## src/rtl/seq_chk_pkg.sv

```systemverilog
// Shared types for the sequence checker: per-thread state record and saturating add.
package seq_chk_pkg;

  typedef enum logic {THR_IDLE, THR_WAIT} thr_state_e;

  // Step and counter fields are sized for NSTEP <= 256 and DLY_W <= 8.
  localparam int THR_FIELD_W = 8;

  typedef struct packed {
    thr_state_e             state;
    logic [THR_FIELD_W-1:0] step;
    logic [THR_FIELD_W-1:0] cnt;
  } thr_t;

  function automatic logic [31:0] sat_inc(input logic [31:0] cur,
                                          input logic [31:0] inc,
                                          input logic [31:0] max_val);
    logic [32:0] sum;
    sum = {1'b0, cur} + {1'b0, inc};
    return (sum > {1'b0, max_val}) ? max_val : sum[31:0];
  endfunction

endpackage

```

## src/rtl/seq_chk_thread.sv

```systemverilog
// One sequence attempt: waits on step k, counting cycles since the previous step matched.
// SEQ_CHK_SVA_EN adds a step-range assertion.
module seq_chk_thread
  import seq_chk_pkg::*;
#(
  parameter int NSTEP = 4,
  parameter int DLY_W = 4,
  parameter int LEN_W = 3
) (
  input  logic                   clk,
  input  logic                   rst_n,
  input  logic                   kill,
  input  logic                   alloc,
  input  logic [LEN_W-1:0]       len,
  input  logic [NSTEP-1:0]       step_sig,
  input  logic [NSTEP*DLY_W-1:0] min_flat,
  input  logic [NSTEP*DLY_W-1:0] max_flat,
  output logic                   active,
  output logic                   pass,
  output logic                   fail
);

  localparam int STEP_W = $clog2(NSTEP);

  thr_t                   thr_q, thr_d;
  logic [STEP_W-1:0]      step_idx;
  logic [THR_FIELD_W-1:0] cnt_n, min_k, max_k;
  logic                   hit, last;

  assign step_idx = thr_q.step[STEP_W-1:0];
  assign cnt_n    = thr_q.cnt + THR_FIELD_W'(1);
  assign min_k    = THR_FIELD_W'(min_flat[step_idx*DLY_W +: DLY_W]);
  assign max_k    = THR_FIELD_W'(max_flat[step_idx*DLY_W +: DLY_W]);
  assign hit      = (thr_q.state == THR_WAIT) && (cnt_n >= min_k) && (cnt_n <= max_k)
                    && step_sig[step_idx];
  assign last     = thr_q.step == (THR_FIELD_W'(len) - THR_FIELD_W'(1));
  assign active   = thr_q.state == THR_WAIT;

  // NOTE: every output of this block gets a default before any branch, so no path
  // leaves one unassigned and no latch is inferred.
  always_comb begin
    thr_d = thr_q;
    pass  = 1'b0;
    fail  = 1'b0;
    if (kill) begin
      thr_d = '{state: THR_IDLE, step: '0, cnt: '0};
    end else if (thr_q.state == THR_WAIT) begin
      if (hit) begin
        if (last) begin
          pass        = 1'b1;
          thr_d.state = THR_IDLE;
        end else begin
          thr_d.step = thr_q.step + THR_FIELD_W'(1);
          thr_d.cnt  = '0;
        end
      end else if (cnt_n >= max_k) begin
        fail        = 1'b1;
        thr_d.state = THR_IDLE;
      end else begin
        thr_d.cnt = cnt_n;
      end
    end else if (alloc) begin
      thr_d = '{state: THR_WAIT, step: THR_FIELD_W'(1), cnt: '0};
    end
  end

  // NOTE: sequential state uses non-blocking assignments so every flop samples
  // the pre-edge values of its neighbours.
  always_ff @(posedge clk or negedge rst_n) begin
    if (!rst_n) thr_q <= '{state: THR_IDLE, step: '0, cnt: '0};
    else        thr_q <= thr_d;
  end

`ifdef SEQ_CHK_SVA_EN
  a_step_range: assert property (@(posedge clk) disable iff (!rst_n)
    (thr_q.state == THR_WAIT) |-> (thr_q.step < THR_FIELD_W'(len)))
    else $error("seq_chk_thread: waiting on step beyond cfg_len");
`endif

endmodule

```

## src/rtl/seq_chk_engine.sv

```systemverilog
// Synthesizable checker for "s0 ##[min1:max1] s1 ... sN" with NTHR overlapping attempts.
// SEQ_CHK_SVA_EN adds embedded concurrent assertions; behaviour is otherwise identical.
module seq_chk_engine
  import seq_chk_pkg::*;
#(
  parameter  int NSIG  = 3,
  parameter  int NSTEP = 4,
  parameter  int NTHR  = 4,
  parameter  int DLY_W = 4,
  parameter  int CNT_W = 16,
  localparam int SEL_W = $clog2(NSIG),
  localparam int LEN_W = $clog2(NSTEP) + 1
) (
  input  logic                   clk,
  input  logic                   rst_n,
  input  logic                   en,
  input  logic [NSIG-1:0]        sig,
  input  logic [LEN_W-1:0]       cfg_len,
  input  logic [NSTEP*SEL_W-1:0] cfg_sel,
  input  logic [NSTEP*DLY_W-1:0] cfg_min,
  input  logic [NSTEP*DLY_W-1:0] cfg_max,
  output logic                   pass,
  output logic                   fail,
  output logic                   drop,
  output logic                   busy,
  output logic [CNT_W-1:0]       pass_cnt,
  output logic [CNT_W-1:0]       fail_cnt
);

  localparam logic [CNT_W-1:0] CNT_MAX = '1;

  logic [LEN_W-1:0]       len_q, len_d, len_s;
  logic [NSTEP*SEL_W-1:0] sel_q, sel_d;
  logic [NSTEP*DLY_W-1:0] min_q, min_d, max_q, max_d, min_s, max_s;
  logic [(1<<SEL_W)-1:0]  sig_ext;
  logic [NSTEP-1:0]       step_sig;
  logic [NTHR-1:0]        thr_active, thr_pass, thr_fail, thr_alloc;
  logic                   start, start_pass, need, found;
  logic [31:0]            n_pass, n_fail;
  logic                   pass_q, pass_d, fail_q, fail_d, drop_q, drop_d, busy_q, busy_d;
  logic [CNT_W-1:0]       pass_cnt_q, pass_cnt_d, fail_cnt_q, fail_cnt_d;

  // Out-of-range selects read as a signal that is never high.
  assign sig_ext = (1<<SEL_W)'(sig);

  always_comb begin
    len_d = en ? len_q : cfg_len;
    sel_d = en ? sel_q : cfg_sel;
    min_d = en ? min_q : cfg_min;
    max_d = en ? max_q : cfg_max;
  end

  always_comb begin
    len_s = len_q;
    if (len_q == '0)                  len_s = LEN_W'(1);
    else if (len_q > LEN_W'(NSTEP))   len_s = LEN_W'(NSTEP);
    min_s    = min_q;
    max_s    = max_q;
    step_sig = '0;
    for (int k = 0; k < NSTEP; k++) begin
      if (min_q[k*DLY_W +: DLY_W] == '0) min_s[k*DLY_W +: DLY_W] = DLY_W'(1);
      if (max_q[k*DLY_W +: DLY_W] < min_s[k*DLY_W +: DLY_W])
        max_s[k*DLY_W +: DLY_W] = min_s[k*DLY_W +: DLY_W];
      step_sig[k] = sig_ext[sel_q[k*SEL_W +: SEL_W]];
    end
  end

  for (genvar i = 0; i < NTHR; i++) begin : g_thr
    seq_chk_thread #(.NSTEP(NSTEP), .DLY_W(DLY_W), .LEN_W(LEN_W)) u_thr (
      .clk      (clk),
      .rst_n    (rst_n),
      .kill     (~en),
      .alloc    (thr_alloc[i]),
      .len      (len_s),
      .step_sig (step_sig),
      .min_flat (min_s),
      .max_flat (max_s),
      .active   (thr_active[i]),
      .pass     (thr_pass[i]),
      .fail     (thr_fail[i])
    );
  end

  always_comb begin
    start      = en & step_sig[0];
    start_pass = start & (len_s == LEN_W'(1));
    need       = start & ~start_pass;
    thr_alloc  = '0;
    found      = 1'b0;
    // A thread freed this cycle still reads as active, so it is reusable only next cycle.
    for (int i = 0; i < NTHR; i++) begin
      if (!found && !thr_active[i]) begin
        thr_alloc[i] = need;
        found        = 1'b1;
      end
    end
    n_pass = 32'(start_pass);
    n_fail = '0;
    for (int i = 0; i < NTHR; i++) begin
      n_pass = n_pass + 32'(thr_pass[i]);
      n_fail = n_fail + 32'(thr_fail[i]);
    end
    pass_d     = n_pass != '0;
    fail_d     = n_fail != '0;
    drop_d     = need & ~found;
    busy_d     = en & (|thr_active);
    pass_cnt_d = CNT_W'(sat_inc(32'(pass_cnt_q), n_pass, 32'(CNT_MAX)));
    fail_cnt_d = CNT_W'(sat_inc(32'(fail_cnt_q), n_fail, 32'(CNT_MAX)));
  end

  // NOTE: the cfg shadow is reset along with everything else, so enabling straight
  // out of reset runs a defined one-step program instead of an unknown one.
  always_ff @(posedge clk or negedge rst_n) begin
    if (!rst_n) begin
      len_q      <= '0;
      sel_q      <= '0;
      min_q      <= '0;
      max_q      <= '0;
      pass_q     <= 1'b0;
      fail_q     <= 1'b0;
      drop_q     <= 1'b0;
      busy_q     <= 1'b0;
      pass_cnt_q <= '0;
      fail_cnt_q <= '0;
    end else begin
      len_q      <= len_d;
      sel_q      <= sel_d;
      min_q      <= min_d;
      max_q      <= max_d;
      pass_q     <= pass_d;
      fail_q     <= fail_d;
      drop_q     <= drop_d;
      busy_q     <= busy_d;
      pass_cnt_q <= pass_cnt_d;
      fail_cnt_q <= fail_cnt_d;
    end
  end

  assign pass     = pass_q;
  assign fail     = fail_q;
  assign drop     = drop_q;
  assign busy     = busy_q;
  assign pass_cnt = pass_cnt_q;
  assign fail_cnt = fail_cnt_q;

`ifdef SEQ_CHK_SVA_EN
  a_cfg_hold: assert property (@(posedge clk) disable iff (!rst_n)
    $past(en) |-> $stable({len_q, sel_q, min_q, max_q}))
    else $error("seq_chk_engine: cfg shadow changed while enabled");
  a_quiet_off: assert property (@(posedge clk) disable iff (!rst_n)
    !$past(en) |-> !(pass_q | fail_q | drop_q))
    else $error("seq_chk_engine: pulse one cycle after disable");
  a_cnt_mono: assert property (@(posedge clk) disable iff (!rst_n)
    (pass_cnt_q >= $past(pass_cnt_q)) && (fail_cnt_q >= $past(fail_cnt_q)))
    else $error("seq_chk_engine: counter decreased");
`endif

endmodule

```

## config.mk

```make
export PLATFORM = sky130hd
export DESIGN_NAME = seq_chk_engine
export DESIGN_NICKNAME = d
export VERILOG_FILES = /design/src/rtl/seq_chk_pkg.sv /design/src/rtl/seq_chk_thread.sv /design/src/rtl/seq_chk_engine.sv
export SDC_FILE = /design/constraint.sdc
export NUM_CORES = 1
export LEC_CHECK = 0
export CAP_MARGIN = 20
export CELL_PAD_IN_SITES_DETAIL_PLACEMENT = 1
export CELL_PAD_IN_SITES_GLOBAL_PLACEMENT = 1
export CORE_MARGIN = 4
export CORE_UTILIZATION = 40
export DETAILED_ROUTE_END_ITERATION = 10
export PLACE_DENSITY = 0.69
export SYNTH_ARGS = -nofsm -noshare
export SYNTH_HDL_FRONTEND = slang
export SYNTH_HIERARCHICAL = 1
export SYNTH_SLANG_ARGS = --single-unit
```

## constraint.sdc

```tcl
create_clock -name clk -period 6.7 [get_ports clk]
set_input_delay 1.34 -clock clk [delete_from_list [all_inputs] [get_ports clk]]
set_output_delay 1.34 -clock clk [all_outputs]
set_load 0.01 [all_outputs]
```

Word-level counts from Yosys, hierarchy flattened:

Cells that the tools add are included.

* reductions and logical operators: 36
* muxes and demuxes: 108
* order comparisons: 27
* shifts and indexed selects: 8
* bitwise logic cells: 7
* $add $sub $neg: 18
* equal/unequal tests: 25

Operator list (number)
* $mux 17: 12
* $shiftx 16x5->4: 8
* $mux 16: 6
* $mux 8: 12
* $add 8x1->8 const B: 8
* $ge 8x4->1: 8
* $reduce_bool 32->1: 2
* $mux 1: 60
* $gt 17x16->1 const B: 2
* $eq 8x8->1: 4
* $le 8x4->1: 4
* $mux 4: 8
* $ne 4x4->1 const B: 8
* $lt 2x3->1 const B: 8
* $ne 3x3->1 const B: 8
* $reduce_and 3->1: 8
* $add 16x4->17: 1
* $add 16x5->17: 1
* $bmux 1 s2: 8
* $logic_not 4->1: 4
* $lt 4x4->1: 4
* $logic_and 1x1->1: 15
* $ne 3x1->1 const B: 4
* $add 3x1->4: 2
* other kinds (12): 24

* flip-flop bits (word level): 147
* bits of input ports: 49
* output and inout port bits: 36
* logic and storage cells: 251

Longest topological paths before layout:

* word-level depth: 18
* mapped depth: 25
* gate-level depth less buffers: 23

Modules after synthesis:

The synthesis kept the hierarchy.

By module, submodules not included
* seq_chk_engine: times used 1, sequential area each 1976.9 µm², cells each 383, area an instance 4231.6 µm²
* seq_chk_thread at g_thr[1].u_thr ...: times used 2, sequential area each 425.4 µm², cells each 162, area an instance 1534.0 µm²
* seq_chk_thread at g_thr[3].u_thr: times used 1, sequential area each 425.4 µm², cells each 154, area an instance 1565.3 µm²
* seq_chk_thread at g_thr[0].u_thr: times used 1, sequential area each 425.4 µm², cells each 163, area an instance 1557.7 µm²

Worst setup path before layout:

No wires, ideal clock.

* path kind: reg2reg
* from: register min_q[13]
* to: register pass_cnt_q[15] (netlist: pass_cnt[15])
* period minus slack after synthesis: 6176 ps
* data required time: 6558 ps
* path buffers: 1
* setup slack: 524 ps
* setup time: 142 ps
* arrival: 6034 ps
* cell stages (with the launch flop): 24
* cells stage by stage: dfrtp_1 -> or4_1 -> a31oi_1 -> o21ai_1 -> mux2_1 -> mux4_2 -> inv_1 -> ha_1 -> a211oi_1 -> o21ai_0 -> a2111o_1 -> nor2_1 -> and3_1 -> inv_1 -> fa_1 -> fa_1 -> inv_1 -> ha_1 -> fa_1 -> a21oi_1 -> nor2_1 -> nand3_1 -> clkbuf_1 -> nand3_1

* longest elaborated chain between the ends: 18
* elaborated cells on any way between the ends: 51
* classes of those cells: 5 x add/sub; 10 x order compare; 8 x shift; 15 x mux; 13 x reduce/logical

Ends and longest elaborated chain
* from (decl): line seq_chk_engine.sv:34 `logic [NSTEP*DLY_W-1:0] min_q, min_d, max_q, max_d, min_s, max_s;`
* from (signal assigned): line seq_chk_engine.sv:128 `min_q <= min_d;`
* $logic_not 4->1: line seq_chk_engine.sv:61 `if (min_q[k*DLY_W +: DLY_W] == '0) min_s[k*DLY_W +: DLY_W] = DLY_W'(1);`
* $mux 4 (*): line seq_chk_engine.sv:61
* $lt 4x4->1: line seq_chk_engine.sv:62 `if (max_q[k*DLY_W +: DLY_W] < min_s[k*DLY_W +: DLY_W])`
* $mux 4 (*): line seq_chk_engine.sv:62
* named net max_s[14]: line seq_chk_engine.sv:34
* $shiftx 16x5->4 (*): line seq_chk_thread.sv:33 `assign max_k = THR_FIELD_W'(max_flat[step_idx*DLY_W +: DLY_W]);`
* $le 8x4->1 (*): line seq_chk_thread.sv:34 `assign hit = (thr_q.state == THR_WAIT) && (cnt_n >= min_k) && (cnt_n <= max_k)`
* $logic_and 1x1->1 (*): line seq_chk_thread.sv:34
* (+4 left out)
* named net thr_pass[0]: line seq_chk_engine.sv:37 `logic [NTHR-1:0] thr_active, thr_pass, thr_fail, thr_alloc;`
* $add 1x1->2 (*): line seq_chk_engine.sv:100 `n_pass = n_pass + 32'(thr_pass[i]);`
* $add 2x1->3 (*): line seq_chk_engine.sv:100
* $add 3x1->4 (*): line seq_chk_engine.sv:100
* $add 4x1->5 (*): line seq_chk_engine.sv:100
* $add 16x5->17 (*): line seq_chk_pkg.sv:19 `sum = {1'b0, cur} + {1'b0, inc};`
* $gt 17x16->1: line seq_chk_pkg.sv:20 `return (sum > {1'b0, max_val}) ? max_val : sum[31:0];`
* $mux 16 (*): line seq_chk_pkg.sv:20
* named net pass_cnt_d[15]: line seq_chk_engine.sv:41 `logic [CNT_W-1:0] pass_cnt_q, pass_cnt_d, fail_cnt_q, fail_cnt_d;`
* to (signal assigned): line seq_chk_engine.sv:134 `pass_cnt_q <= pass_cnt_d;`
* to (decl): line seq_chk_engine.sv:41

Mark *: on every way through the listed nets, which the timed path passes. The rest lies on a longest branch.
A chain may end at the register's enable or synchronous reset.

Worst setup path after layout:

* from: register min_q[3]
* to: register pass_cnt_q[14] (netlist: pass_cnt[14])

Same word-level chain as after synthesis.

==> out/results.ini <==
[status]
status=completed

[finish]
final_common_cell=dfrtp_1
drive_gt1_share_pct=15.2
fin_nets=1225
area_growth_pct=17.4
final_cell_mix=147 x dfrtp_1, 82 x clkdlybuf4s50_1, 80 x inv_1
layoutNonFillerInstCount=1451
post-route-cell-area_um2=12200

[sta]
setup_viol=0
hold_viol=0
final.setup_skew_ps=11.8
min_period_over_period_pct=95.6
fin_crit_ps=6400
drv_slew=0
max_freq_mhz=156
finalSetupTns_ps=0
rsz0062_at_grt=true
post-route-worst-setup-slack_ps=295
tightestPinTransition_ps=843
maxSlewHeadroom_pct=43.8

[floorplan]
die_h_um=169
fp.coreArea_um2=25400
die_area_um2=28700
ioPinCount=85
fp.dieW_um=169
num_rows=58
initial_utilization_pct=41.0

[drt]
drt_first_pass_iters=4
wire_per_inst_um=19.8
vias=8460
finalWirelength_um=28700
drc=0
drtAntennaViolNets=0
viasPerCell=5.83
drt-initial-drc-count=597

[placement]
gp_congestion=0.873
dpl.cell_count=1419
placed_cell_area_um2=11600
portBuffers=84
hpwl_um=21500
dp_slack_ps=50.9

[clocking]
cts_made_buffers=17
cts_buffer_depth=2
clock_sinks=147
htreeDepth=4
worstSkewPairLatency_ps=440
clkTransAtPathRegs_ps=70
cts_root_buffer=clkbuf_16
ctsHoldBuffers=0
cts_tree=built

[yosys]
async_flop_share_pct=100
syn_inst=1024
syn_area_um2=10400
synth_top_flop_cell=dfrtp_1
synth_nets=1141
ys_ff_latch=147
syn_avg_cell_area_um2=10.2
synth_cell_type_count=77
ys_warn_count=6
ys_seq_area_share_pct=35.3
synth_edf_count=0

[grt]
overflow=0
grt_max_degree=88
antenna_found_initial=1
first_global_vias=9103
grt_pass1_wl_um=48800
grtUsageTotal_pct=20.9

[job]
cap_violations=0

[critical_path]
crit_required_ps=7030
worstSetupPathType=reg -> reg
crit_slowest_cell=or4_1
crit_chain=or4_1 -> a31oi_1 -> o21ai_1 -> mux2_1 -> mux4_2 -> inv_1 -> ha_1 -> a211oi_1 -> o21ai_0 -> a2111o_1 -> nor2_1 -> and3_1 -> inv_1 -> fa_1 -> fa_1 -> inv_1 -> ha_1 -> fa_1 -> a21oi_2 -> nor3_2 -> and3_1 -> mux2_2
startpoint=min_q[3]
crit_path_end_kind=flop
critPathArrivalTime_ps=6730
timing.rr.start=min_q[3]
critPathMaxStageDelay_ps=530
cp_max_fo=8
critPathLaunchType=flop

[worst_hold_path]
min_from=g_thr[1].u_thr/thr_q[6]
hold_path.class=reg -> reg

[pwr]
power_w=0.00249
vdd_ir_drop_max_v=0.000165
power_density_nw_per_um2=203
p_leak_nw=5.49

critical path: cells and delay by family (launching register included):
kind / cells / cell delay [ps]
simple gates: 5 / 1120
mux: 3 / 1160
flops: 1 / 470
buf+inv: 3 / 170
compound gates: 6 / 1480
fa+ha+maj: 5 / 1910
layer usage:
| metal | part of all wire [%] | vias to the layer above | track usage (%) |
|---|---|---|---|
| li1 | - | 3993 | - |
| met1 | 47 | 4310 | 28.9 |
| met2 | 48 | 123 | 34.2 |
| met3 | 3.0 | 34 | 3.49 |
| met4 | 1.7 | 0 | 5.50 |
| met5 | 0 | - | 0 |
Yosys cell counts, types with 17 or more instances:
cell type / instances / share of area [%]
a21oi_1: 41 / 2.0
and2_1: 17 / 1.0
and3_1: 26 / 1.6
clkbuf_1: 19 / 0.68
dfrtp_1: 147 / 35
ha_1: 63 / 7.6
inv_1: 80 / 2.9
mux2_2: 53 / 5.7
mux4_2: 34 / 7.3
nand2_1: 75 / 2.7
nand2b_1: 24 / 1.4
nand3_1: 41 / 2.0
nor2_1: 40 / 1.4
nor2b_1: 19 / 1.1
nor3_1: 19 / 0.91
o21ai_0: 23 / 1.1
or4_1: 21 / 1.5
xnor2_1: 18 / 1.5
xor2_1: 17 / 1.4
per-stage QoR:
stage	util, %	hold WS (ps)
final	48.2	509
after detailed placement	45.8	491
after floorplan	-	469
after global routing	48.2	529
after global placement	45.8	486
after CTS	48.1	511
sequential cells by signal, summed over array words and instances (netlist names):
signal / flops
g_thr.u_thr/step_idx: 8
drop: 1
g_thr.u_thr/active: 4
len_q: 3
max_q: 16
g_thr.u_thr/thr_q: 56
pass_cnt: 16
pass: 1
fail_cnt: 16
min_q: 16
sel_q: 8
fail: 1
busy: 1
report_power, final:
part	total [W]	internal, W	switching, W
sequential	0.000994	0.000932	0.0000619
clock	0.000957	0.000521	0.000436
combinational	0.000539	0.000263	0.000276
total	0.00249	0.00172	0.000774
cell families after synthesis:
| group | share of synthesized area (%) |
|---|---|
| flops | 35.3 |
| xor+xnor | 3.59 |
| simple gates | 18.3 |
| compound gates | 13.6 |
| fa+ha+maj | 8.52 |
| mux | 16.0 |
| buf+inv | 4.69 |
timing repair:
item,CTS,global route
gates resized for setup,0,7
hold endpoints to repair,0,0
endpoints found under the setup margin,0,29
buffers inserted,0,0
path summary, 6_finish.rpt:
check	endpoint	slack, ps	depth (start not counted)
worst min-delay path	g_thr[1].u_thr/thr_q[6]	510	1
worst min register to register	g_thr[1].u_thr/thr_q[6]	510	1
worst max register to register	pass_cnt[14]	300	22
max in group asynchronous	sel_q[0]	4440	2
worst max-delay path	pass_cnt[14]	300	22
min in group asynchronous	g_thr[3].u_thr/thr_q[6]	950	1
layout make-up:
| cell class | instances | area (um^2) |
|---|---|---|
| Timing Repair Buffer | 105 | 995 |
| Fill cell | 2844 | 13200 |
| Clock inverter | 14 | 141 |
| Clock buffer | 17 | 425 |
| Multi-Input combinational cell | 757 | 6280 |
| Inverter | 80 | 300 |
| Tap cell | 330 | 413 |
| Sequential cell | 147 | 3680 |
| Antenna cell | 1 | 2.50 |
(Power assumes the default switching activity.)
